--- src/rtl/spi_dac_transmitter.sv ---
// rtl/spi_dac_transmitter.sv - SPI master serializing filtered samples into DAC frames
module spi_dac_transmitter #(
   parameter int CLK_DIVIDER = 50,
   parameter int DATA_WIDTH  = 12,
   parameter int FRAME_BITS  = 16,
   parameter logic [FRAME_BITS-DATA_WIDTH-1:0] CTRL_WORD = '0
) (
   input  logic                  clk,
   input  logic                  rst,
   input  logic [DATA_WIDTH-1:0] data_in,
   input  logic                  data_valid,
   output logic                  ready,
   output logic                  sclk,
   output logic                  ss,
   output logic                  mosi,
   output logic                  done,
   output logic                  overrun
);

   localparam int CNT_W = $clog2(CLK_DIVIDER) + 1;
   localparam int BIT_W = $clog2(FRAME_BITS) + 1;
   localparam logic [CNT_W-1:0] CNT_LAST = CNT_W'(CLK_DIVIDER - 1);
   localparam logic [BIT_W-1:0] BIT_LAST = BIT_W'(FRAME_BITS - 1);

   typedef enum logic [2:0] {
      S_IDLE,
      S_LEAD,
      S_SHIFT,
      S_TRAIL,
      S_GAP
   } state_t;

   state_t                  state_q, state_n;
   logic [CNT_W-1:0]        cnt_q, cnt_n;
   logic [BIT_W-1:0]        bit_q, bit_n;
   // Holds the bits still to be sent after the one currently on mosi.
   logic [FRAME_BITS-2:0]   shreg_q, shreg_n;
   logic                    sclk_q, sclk_n;
   logic                    ss_q, ss_n;
   logic                    mosi_q, mosi_n;
   logic                    done_q, done_n;

   logic [FRAME_BITS-1:0]   frame_in;
   logic                    accept;
   logic                    cnt_end;

   assign frame_in = {CTRL_WORD, data_in};
   assign accept   = data_valid & (state_q == S_IDLE);
   assign cnt_end  = (cnt_q == CNT_LAST);

   // State and output registers; every SPI pin comes straight from a flop.
   always_ff @(posedge clk) begin
      if (rst) begin
         state_q <= S_IDLE;
         cnt_q   <= '0;
         bit_q   <= '0;
         shreg_q <= '0;
         sclk_q  <= 1'b1;
         ss_q    <= 1'b1;
         mosi_q  <= 1'b0;
         done_q  <= 1'b0;
      end else begin
         state_q <= state_n;
         cnt_q   <= cnt_n;
         bit_q   <= bit_n;
         shreg_q <= shreg_n;
         sclk_q  <= sclk_n;
         ss_q    <= ss_n;
         mosi_q  <= mosi_n;
         done_q  <= done_n;
      end
   end

   // Frame sequencing: half-period counter paces LEAD, SHIFT phases, TRAIL and GAP.
   always_comb begin
      state_n = state_q;
      cnt_n   = cnt_end ? '0 : cnt_q + 1'b1;
      bit_n   = bit_q;
      shreg_n = shreg_q;
      sclk_n  = sclk_q;
      ss_n    = ss_q;
      mosi_n  = mosi_q;
      done_n  = 1'b0;

      case (state_q)
         S_IDLE: begin
            cnt_n = '0;
            if (accept) begin
               state_n = S_LEAD;
               bit_n   = '0;
               shreg_n = frame_in[FRAME_BITS-2:0];
               mosi_n  = frame_in[FRAME_BITS-1];
               ss_n    = 1'b0;
               sclk_n  = 1'b1;
            end
         end
         S_LEAD: begin
            if (cnt_end) begin
               state_n = S_SHIFT;
               cnt_n   = '0;
               sclk_n  = 1'b0;
            end
         end
         S_SHIFT: begin
            if (cnt_end) begin
               if (!sclk_q) begin
                  // Rising edge: present the next bit, or finish after the last one.
                  sclk_n = 1'b1;
                  if (bit_q == BIT_LAST) begin
                     state_n = S_TRAIL;
                     cnt_n   = '0;
                     mosi_n  = 1'b0;
                  end else begin
                     mosi_n  = shreg_q[FRAME_BITS-2];
                     shreg_n = {shreg_q[FRAME_BITS-3:0], 1'b0};
                  end
               end else begin
                  // Falling edge: the DAC samples the bit already on mosi.
                  sclk_n = 1'b0;
                  bit_n  = bit_q + 1'b1;
               end
            end
         end
         S_TRAIL: begin
            if (cnt_end) begin
               state_n = S_GAP;
               cnt_n   = '0;
               ss_n    = 1'b1;
               done_n  = 1'b1;
            end
         end
         S_GAP: begin
            if (cnt_end) begin
               state_n = S_IDLE;
               cnt_n   = '0;
            end
         end
         default: begin
            state_n = S_IDLE;
            cnt_n   = '0;
            bit_n   = '0;
            shreg_n = '0;
            sclk_n  = 1'b1;
            ss_n    = 1'b1;
            mosi_n  = 1'b0;
         end
      endcase
   end

   assign ready   = (state_q == S_IDLE);
   assign overrun = data_valid & ~ready & ~rst;
   assign sclk    = sclk_q;
   assign ss      = ss_q;
   assign mosi    = mosi_q;
   assign done    = done_q;

endmodule

--- config.mk ---
export PLATFORM = sky130hd
export DESIGN_NAME = spi_dac_transmitter
export DESIGN_NICKNAME = d
export VERILOG_FILES = /design/src/rtl/spi_dac_transmitter.sv
export SDC_FILE = /design/constraint.sdc
export NUM_CORES = 1
export LEC_CHECK = 0
export ABC_AREA = 1
export ABC_CLOCK_PERIOD_IN_PS = 2300
export CAP_MARGIN = 20
export CORE_AREA = 2 2 65 67
export DETAILED_ROUTE_END_ITERATION = 12
export DIE_AREA = 0 0 67 69
export GPL_ROUTABILITY_DRIVEN = 0
export GPL_TIMING_DRIVEN = 0
export PLACE_DENSITY = 0.79
export SKIP_LAST_GASP = 1
export SLEW_MARGIN = 20
export SYNTH_ARGS = -nofsm -noshare
export SYNTH_HDL_FRONTEND = slang
export SYNTH_SLANG_ARGS = --single-unit
--- constraint.sdc ---
create_clock -name clk -period 2.3 [get_ports clk]
set_input_delay 0.46 -clock clk [delete_from_list [all_inputs] [get_ports clk]]
set_output_delay 0.46 -clock clk [all_outputs]
set_load 0.02 [all_outputs]
==> results of run 1 <==
worst min path at each step:
stage | to | slack, ns | cells after the start
3_5_place_dp | ss$_SDFFE_PP1P_ | 0.45 | 2
4_1_cts | shreg_q[12]$_SDFFE_PP0P_ | 0.47 | 2
5_1_grt | mosi$_SDFFE_PP0P_ | 0.49 | 2
2_1_floorplan | cnt_q[0]$_SDFF_PP0_ | 0.43 | 1
3_3_place_gp | cnt_q[0]$_SDFF_PP0_ | 0.45 | 1
6_report | ss$_SDFFE_PP1P_ | 0.46 | 2
cell type report:
cell class                      instances  area [um^2]  share of cell area
Tap cell                               50         62.6              0.0278
Clock buffer                            7         86.3              0.0384
Buffer                                  8         48.8              0.0217
Timing Repair Buffer                   20          198              0.0880
Clock inverter                          1         5.00             0.00223
Sequential cell                        34          682               0.303
Multi-Input combinational cell        196         1010               0.452
Inverter                               40          150              0.0668
sequential cells by signal, summed over array words and instances, names as in the netlist:
name and cells:
cnt_q 7, ss 1, sclk 1, bit_q 5
shreg_q 15, mosi 1, state_q 3, done 1
power by group through the flow:
stage / Combinational, mW / Sequential, mW / Clock, mW
after floorplan: 1.06 / 0.829 / 0
after CTS: 1.35 / 0.822 / 0.469
after global routing: 1.56 / 0.849 / 0.490
final: 1.35 / 0.829 / 0.457
after detailed placement: 1.35 / 0.833 / 0
after global placement: 1.33 / 0.831 / 0
layout by cell type (no fill, tap or decap), types with 2 or more instances in the layout:
cell type        instances
nand2_1                 67
nor2_1                  48
inv_1                   34
dfxtp_1                 33
nand3_1                 18
clkdlybuf4s50_1         18
nand4_1                 12
a21oi_1                  8
nand3_2                  7
clkbuf_8                 6
inv_2                    5
nor2_2                   4
o21ai_1                  4
ha_1                     4
nor2_4                   3
nand2_2                  3
o21ai_0                  3
clkbuf_1                 3
nor3_1                   2
nand2_4                  2
buf_2                    2
xor2_1                   2
nor3b_1                  2
xnor2_1                  2
dlygate4sd2_1            2
kinds of logic (layout without fill, tap and decap cells):
| logic type | Yosys count | count (layout) | synth area share |
|---|---|---|---|
| compound gates | 18 | 18 | 0.0532 |
| xor+xnor | 4 | 4 | 0.0186 |
| fa+ha+maj | 4 | 4 | 0.0266 |
| buf+inv | 48 | 76 | 0.104 |
| flops | 34 | 34 | 0.362 |
| simple gates | 170 | 170 | 0.436 |
tightest hold or removal path: stages, from the launching register on:
cell and delay [ns]:
dfxtp_1 0.33, nand2_1 0.05, nand3_1 0.05
layer usage:
metal,share of wire,wire length (um),GRT usage,vias up
li1,-,-,-,928
met1,0.46,1740,0.224,768
met2,0.47,1790,0.287,37
met3,0.056,212,0.0392,5
met4,0.015,57,0.0884,0
met5,0,0,0,-
timing repair:
action	CTS	global route
resized for setup	2	6
endpoints found under the setup margin	2	2
gates cloned	0	0
stage by stage:
step	cells	util	power [mW]
detailed placement	348	0.548	2.18
finish	356	0.574	2.64
global route	356	0.574	2.89
floorplan	278	-	1.89
global placement	348	0.548	2.16
CTS	356	0.570	2.64
==> impl_metrics.py, run 1 <==
metrics = {
    "outcome": {
        "outcome": "finished clean",
    },
    "power": {
        "power_frac_comb": 0.513,
        "power_switching_mw": 1.17,
        "p_leak_nw": 1.03,
        "intPower_mw": 1.47,
        "p_seq_frac": 0.314,
        "vdd_drop_max_mv": 0.584,
        "power.density_nw_per_um2": 1170,
        "swShare": 0.443,
        "clockPowerShare": 0.173,
    },
    "cells_and_area": {
        "insertedDiodeCount": 0,
        "fin_nets": 324,
        "fillCellCount": 396,
        "area.growth.synth_to_final_pct": 19.5,
        "fin_area_um2": 2250,
        "drive_gt1_frac": 0.137,
    },
    "worst_setup_path": {
        "path_buf_inv": 3,
        "cp-end-kind": "output port",
        "crit_slowest_cell": "dfxtp_1",
        "critPathLaunch": "state_q[2]$_SDFFE_PP0P_",
        "rr_startpoint": "bit_q[0]$_SDFFE_PP0P_",
        "cp_common_cell": "nor2_4",
        "crit_path_cell_trace": "nor2_4, inv_1, nor2_4, clkbuf_4, nor3_1, dlygate4sd2_1",
        "required_ns": 1.84,
        "r2r_slack_ns": 0.37,
        "worst-path-stages": 6,
        "arrival_ns": 1.76,
        "reg2regPathDepth": 11,
        "start_kind": "register",
        "max_stage_delay_ns": 0.47,
        "crit_fanout": 10,
        "crit_end": "overrun",
        "crit_family": "buffers and inverters",
        "path_class": "reg -> out",
        "timing.rr.end": "shreg_q[8]$_SDFFE_PP0P_",
    },
    "logic_synthesis": {
        "yosysWarnings": 0,
        "ys_seq_area_frac": 0.362,
        "netlist_area_um2": 1880,
        "yosysTopAreaCellShare": 0.362,
        "yosysUniqueCellTypes": 30,
        "yosysMostFrequentCell": "nand2_1",
        "synth_common_cells": "nand2_1, nor2_1, dfxtp_1, inv_1, nand3_1",
        "syn_area_per_cell_um2": 6.76,
        "synthCells": 278,
        "synth_top_cell_by_area": "dfxtp_1",
        "async_reset_ff_frac": 0,
        "synth.area.top_cells": "dfxtp_1, nand2_1, nor2_1",
        "ys_ff_latch": 34,
        "synth_edf_count": 0,
        "ys.flop_type": "dfxtp_1",
        "syn-num-nets": 297,
    },
    "sta": {
        "fin_ws_ns": 0.0774,
        "final-hold-violation-count": 0,
        "finalCritPeriodShare": 0.966,
        "finalSetupViolCount": 0,
        "period_minus_slack_ns": 2.22,
        "fmax_ghz": 0.450,
        "rsz0062_at_grt": "no",
        "slew_headroom": 0.667,
        "worst_pin_slew_ns": 0.499,
        "final_max_slew_viol_count": 0,
        "finalSetupTns_ns": 0,
        "fin_worst_skew_ns": 0.00236,
        "holdWs_ns": 0.460,
    },
    "detailed_routing": {
        "wl_mm": 3.80,
        "drc": 0,
        "via_count": 1738,
        "drt-vias-per-instance": 4.88,
        "final_antenna_net_count": 0,
        "avgRoutedWirePerCell_um": 10.7,
        "first_iter_violations": 63,
        "drt_pre_antenna_iters": 4,
    },
    "clock_tree": {
        "cts_root_buf": "clkbuf_8",
        "htree_levels": 2,
        "clkLatencyLatePin_ns": 0.29,
        "clock_sinks": 34,
        "postCtsSetupBuffers": 0,
        "numCtsBuffers": 5,
        "cts_hold_buf": 0,
        "cts_tree": "done",
        "clockBufferDepth": 2,
        "clkTransAtPathRegs_ns": 0.07,
    },
    "placed_design": {
        "pre_cts_ws_ns": -0.228,
        "portBuffers": 20,
        "place_hpwl_mm": 2.72,
        "postPlaceCellArea_um2": 2140,
    },
    "global_route": {
        "antenna_found_initial": 0,
        "grt_pass1_wl_mm": 6.41,
        "grt_max_degree": 11,
        "track_usage": 0.180,
        "grt_overflow": 0,
        "grt_pass1_vias": 1498,
    },
    "floorplan": {
        "start_util": 0.480,
        "design.die.area_um2": 4620,
        "rows": 23,
        "fp.dieH_um": 69,
        "die_x_um": 67,
        "ioPinCount": 21,
        "coreArea_um2": 3910,
    },
    "hold_path": {
        "holdCritStartpoint": "ss$_SDFFE_PP1P_",
        "hp-class": "reg -> reg",
    },
    "run": {
        "max_cap_violations": 0,
    },
}
(Power assumes the default switching activity.)
==> inputs of run 2 (changes only) <==
CORE_AREA = 10 10 73 75   (was 2 2 65 67)
DIE_AREA = 0 0 83 85   (was 0 0 67 69)
==> run 2 against run 1 <==
Clock skew about the same. Clock power is 19% higher. Register-to-register slack better by 0.07 ns. Wire length up 5.8%. Hold slack better by 0.0039 ns. Largest power group unchanged. Sequential cell count did not move. First-iteration DRC count grew 75%. Final area grew 0.89%. Highest routed layer unchanged.
==> impl_metrics.py, run 2 (same netlist as run 1, synthesis figures left out) <==
metrics = {
    "clock_tree": {
        "clockBufferDepth": 2,
        "cts_tree": "done",
        "htree_levels": 2,
        "cts_root_buf": "clkbuf_8",
        "cts.repair.resized": 2,
        "clkLatencyLatePin_ns": 0.30,
        "clock_sinks": 34,
        "cts_hold_buf": 0,
        "clkTransAtPathRegs_ns": 0.07,
        "numCtsBuffers": 5,
        "postCtsSetupBuffers": 0,
    },
    "worst_setup_path": {
        "r2r_slack_ns": 0.44,
        "timing.rr.end": "shreg_q[6]$_SDFFE_PP0P_",
        "max_stage_delay_ns": 0.43,
        "required_ns": 1.84,
        "crit_slowest_cell": "clkdlybuf4s50_1",
        "crit_path_cell_trace": "clkdlybuf4s50_1, clkbuf_2, nor3_1, dlygate4sd2_1",
        "arrival_ns": 1.75,
        "rr_startpoint": "bit_q[0]$_SDFFE_PP0P_",
        "cp-end-kind": "output port",
        "crit_fanout": 10,
        "start_kind": "input port",
        "path_class": "in -> out",
        "reg2regPathDepth": 11,
    },
    "detailed_routing": {
        "avgRoutedWirePerCell_um": 11.3,
        "final_antenna_net_count": 0,
        "drc": 0,
        "first_iter_violations": 110,
        "wl_mm": 4.02,
        "via_count": 1752,
        "drt-vias-per-instance": 4.92,
        "drt_pre_antenna_iters": 4,
    },
    "power": {
        "vdd_drop_max_mv": 0.703,
        "power_mw": 2.74,
        "swShare": 0.434,
        "p_seq_frac": 0.304,
        "power.density_nw_per_um2": 1210,
        "clockPowerShare": 0.199,
        "power_frac_comb": 0.498,
        "intPower_mw": 1.55,
        "power_switching_mw": 1.19,
        "p_leak_nw": 1.04,
    },
    "floorplan": {
        "die_x_um": 83,
        "ioPinCount": 21,
        "fp.dieH_um": 85,
        "coreArea_um2": 3910,
        "rows": 23,
        "design.die.area_um2": 7060,
        "start_util": 0.480,
    },
    "cells_and_area": {
        "final_common_cell": "nand2_1",
        "multiInputGateArea_um2": 1010,
        "fin_area_um2": 2270,
        "insertedDiodeCount": 0,
        "top_regs": "shreg_q (15), cnt_q (7), bit_q (5)",
        "area.growth.synth_to_final_pct": 20.6,
        "fillCellCount": 380,
        "regMostFlops": "shreg_q",
        "drive_gt1_frac": 0.147,
        "regArea_um2": 684,
        "fin_nets": 324,
        "mostFrequentLayoutCells": "nand2_1, nor2_1, inv_1",
        "largest_reg_flops": 15,
        "fin_util": 0.579,
    },
    "global_route": {
        "track_usage": 0.117,
        "antenna_found_initial": 0,
        "grt_max_degree": 12,
        "grt_pass1_wl_mm": 7.11,
        "grt_overflow": 0,
        "grt_pass1_vias": 1636,
    },
    "sta": {
        "rsz0062_at_grt": "no",
        "period_minus_slack_ns": 2.21,
        "worst_pin_slew_ns": 0.484,
        "fin_worst_skew_ns": 0.00267,
        "finalSetupViolCount": 0,
        "finalCritPeriodShare": 0.959,
        "slew_headroom": 0.677,
        "fmax_ghz": 0.453,
        "final-hold-violation-count": 0,
        "finalSetupTns_ns": 0,
        "final_max_slew_viol_count": 0,
    },
    "placed_design": {
        "postPlaceCellArea_um2": 2140,
        "portBuffers": 20,
        "place_hpwl_mm": 2.96,
    },
    "outcome": {
        "outcome": "finished clean",
    },
    "hold_path": {
        "hold_end": "cnt_q[0]$_SDFF_PP0_",
        "holdCritStartpoint": "cnt_q[0]$_SDFF_PP0_",
        "hp-class": "reg -> reg",
        "worstHoldPathCells": 1,
    },
    "run": {
        "max_cap_violations": 0,
    },
}
run 2: changes by cell type in the layout (fill, tap and decap cells not counted):
cell       change
dfxtp_2        +2
dfxtp_1        -2
clkinv_2       +1
bufinv_16      +1
clkbuf_8       -1
clkbuf_1       -1
run 2: worst max-delay path: cells and delay by family:
family        cells  cell delay [ns]
buf+inv           3             1.01
simple gates      1             0.27
run 2: layout make-up:
class | instances | area share
Multi-Input combinational cell | 196 | 0.448
Sequential cell | 34 | 0.302
Timing Repair Buffer | 20 | 0.0872
Inverter | 40 | 0.0662
Clock buffer | 5 | 0.0304
Tap cell | 50 | 0.0276
Buffer | 8 | 0.0215
Clock inverter | 3 | 0.0177
run 2: layer usage:
layer,up-vias,wire length [um],track usage
li1,924,-,-
met1,785,1880,0.132
met2,37,1840,0.192
met3,6,244,0.0488
met4,0,57,0.0433
met5,-,0,0
run 2: worst max path at each step:
stage / from / endpoint / slack (ns) / cells after the start
after CTS: state_q[0]$_SDFFE_PP0P_ / overrun / -0.04 / 6
after global placement: rst / overrun / -0.29 / 4
final: rst / overrun / 0.09 / 4
after floorplan: state_q[0]$_SDFFE_PP0P_ / overrun / 0.52 / 5
after global routing: rst / overrun / 0.009 / 4
after detailed placement: rst / overrun / -0.26 / 4
run 2: power by group through the flow:
stage / registers (mW) / logic [mW] / clock network, mW
after global routing: 0.853 / 1.58 / 0.571
after global placement: 0.833 / 1.33 / 0
after CTS: 0.822 / 1.35 / 0.552
after floorplan: 0.829 / 1.06 / 0
final: 0.832 / 1.36 / 0.544
after detailed placement: 0.834 / 1.35 / 0
run 2: per-stage QoR:
step | std cells | setup WS [ns] | hold slack (ns)
after floorplan | 278 | 0.518 | 0.433
after global placement | 348 | -0.287 | 0.449
after detailed placement | 348 | -0.260 | 0.455
after CTS | 356 | -0.0357 | 0.470
after global routing | 356 | 0.00897 | 0.491
final | 356 | 0.0937 | 0.464
==> inputs of run 3 (changes only) <==
CAP_MARGIN = 40   (was 20)
==> results of run 3 <==
No change in the layout: final DEF, timing and power equal those of run 2.
==> edit, RTL diff (flow settings as in run 2) <==
Re-encode `state_t` (5 states) as Gray code, 3 bits wide.
--- a/src/rtl/spi_dac_transmitter.sv
+++ b/src/rtl/spi_dac_transmitter.sv
@@ -24,9 +24,9 @@
 
    typedef enum logic [2:0] {
-      S_IDLE,
-      S_LEAD,
-      S_SHIFT,
-      S_TRAIL,
-      S_GAP
+      S_IDLE  = 3'b000,
+      S_LEAD  = 3'b001,
+      S_SHIFT = 3'b011,
+      S_TRAIL = 3'b010,
+      S_GAP   = 3'b110
    } state_t;
 
Formal check against the unedited RTL: no difference found for any inputs over 10 cycles, from zero or initial values and one cycle with rst high; not proved beyond that.
==> edit against run 2 <==
  * Sequential cell count unchanged
  * Total power is 7.5% higher
  * Count of clock-buffer cells in the layout up 1
  * Synthesized area decreased by 6.9%
  * Wire length shrank 9.4%
  * Cell area fell by 7.1%
  * Critical path depth unchanged
  * Setup slack better by 0.041 ns
  * First-iteration DRC count down 35%
  * Critical path type unchanged
  * Largest cell class unchanged
  * Highest routed layer unchanged
==> edit: results (changes against run 2) <==
* Status: completed (unchanged)
* # Post-CTS Setup Buffers at 0 (unchanged)
* Share of cells above drive strength 1 at 8.30% (was 14.7%)
* Clock H-tree levels at 2 (unchanged)
* Mux cell area share after synthesis at 0% (unchanged)
* Num CTS Buffers at 5 (unchanged)
* Max Fclk at 462 MHz (was 453 MHz)
* Syn Nets at 282 (was 297)
* Yosys synthesis warning count at 0 (unchanged)
* Post-Synth Adder-Cell Area at 2.86% (was 2.66%)
* DRT Pass-1 Iters at 4 (unchanged)
* Synth cell types at 31 (was 30)
* Critical path launch point: rst (unchanged)
* I/O Buffers at 20 (unchanged)
* Avg Synthesized Cell Area at 6.66 um2 (was 6.76 um2)
* Largest net degree at the start of global routing at 11 (was 12)
* Vias in the first global route at 1483 (was 1636)
* Nets@finish at 309 (was 324)
* Clock Latency Late Sink at 0.28 ns (was 0.30 ns)
* Non-Filler Instances at 339 (was 356)
* CTS clk-pin slew, worst paths at approximately 0.060 ns
* Biggest regs: shreg_q: 15 flops, cnt_q: 7 flops, bit_q: 5 flops (unchanged)
* Seq/Total Area, Yosys at 38.9% (was 36.2%)
* Synth Area in Compound Gates at 7.51% (was 5.32%)
* Placed cells at 333 (was 348)
* CTS root buf: clkbuf_8 (unchanged)
* Fill count at 409 (was 380)
* IR drop worst, VDD at 0.000852 V (was 0.000703 V)
* Routed WL at 3640 um (was 4020 um)
* Overall routing resource usage at 10.3% (was 11.7%)
* Synth top cells by count: nand2_1, nor2_1, dfxtp_1 (was nand2_1, nor2_1, dfxtp_1, inv_1, nand3_1)
* Worst-Margin Slew at 0.418 ns (was 0.484 ns)
* Buffers & Inverters on Critical Path at 3 (unchanged)
* Worst Reg-to-Reg Cells at 11 (unchanged)
* Detailed router's first-iteration violation count at 71 (was 110)
* Max incr delay on CP at 0.48 ns (was 0.43 ns)
* Hold path endpoint: ss$_SDFFE_PP1P_ (was cnt_q[0]$_SDFF_PP0_)
* Hold_sp: ss$_SDFFE_PP1P_ (was cnt_q[0]$_SDFF_PP0_)
* CP Max Fanout at 10 (unchanged)
* Post-synthesis async set-or-reset flop share at 0% (unchanged)
* Setup slack, reg-to-reg at 0.59 ns (was 0.44 ns)
* First-pass GRT wire length at 6300 um (was 7110 um)
* Hold path cells at 2 (was 1)
* Pre-CTS setup slack at -0.235 ns (was -0.260 ns)
* Final Skew at 0.00457 ns (was 0.00267 ns)
* Post-DR vias/cell at 4.84 (was 4.92)
* Crit path DAT at 1.71 ns (was 1.75 ns)
* Post-DP HPWL at 2770 um (was 2960 um)
* CTS Buffer Depth at 2 (unchanged)
* Ys flop type: dfxtp_1 (unchanged)
* Post-Synth XOR/XNOR Area at 2.00% (was 1.86%)
* Crit Reg-Reg Endpoint: shreg_q[6]$_SDFFE_PP0P_ (unchanged)
* Top cells by area, synth: dfxtp_1, nand2_1, nor2_1 (unchanged)
* Reg2reg start: cnt_q[0]$_SDFF_PP0_ (was bit_q[0]$_SDFFE_PP0P_)
* Resized Gates After CTS at 3 (was 2)
* Leakage at 0.936 nW (was 1.04 nW)
## edit: per-layer routing
layer / vias to the layer above / global-route usage, % / wire length, um
met4: 0 / 5.11 / 64
met1: 736 / 11.6 / 1770
met5: - / 0 / 0
met3: 6 / 2.29 / 95
li1: 873 / - / -
met2: 25 / 17.8 / 1710
## edit: layout make-up
type	instances	area, um2	share of cell area (%)
multi-input combinational	191	911	43.3
sequential	34	681	32.3
timing repair buffer	20	201	9.57
inverter	31	116	5.53
clock buffer	6	82.6	3.92
tap	50	62.6	2.97
buffer	7	51.3	2.44
## edit: logic make-up after synthesis
group | count (synthesis)
buffers and inverters | 38
adders and majority gates | 4
and+or+nand+nor | 159
DFF | 34
xor gates and xnor gates | 4
AOI/OAI and AO/OA | 24
## edit: per-stage QoR
step                cell area [um2]  hold slack [ns]  power, mW  utilization (%)
floorplan                      1750            0.433       2.14                -
CTS                            2100            0.473       2.96             53.6
global route                   2110            0.503       3.24             53.8
detailed placement             2010            0.460       2.52             51.4
global placement               2010            0.449       2.49             51.4
finish                         2110            0.472       2.95             53.8
## edit: power breakdown
part           internal (mW)  leakage (nW)  switching, mW
Combinational          0.594         0.615           1.02
Clock                  0.231        0.0431          0.200
Sequential             0.773         0.278          0.131
Total                   1.60         0.936           1.35
## edit: worst register-to-register path, cell delays in order, from the launching register on
cell and delay (ns):
dfxtp_1 0.38, ha_1 0.16, inv_1 0.04, nor2_1 0.10, nand3_2 0.17, nand2_2 0.15, nand3_4 0.11, nor2_4 0.18
buf_6 0.17, nand2_1 0.05, nand2_1 0.06, nor2_1 0.04
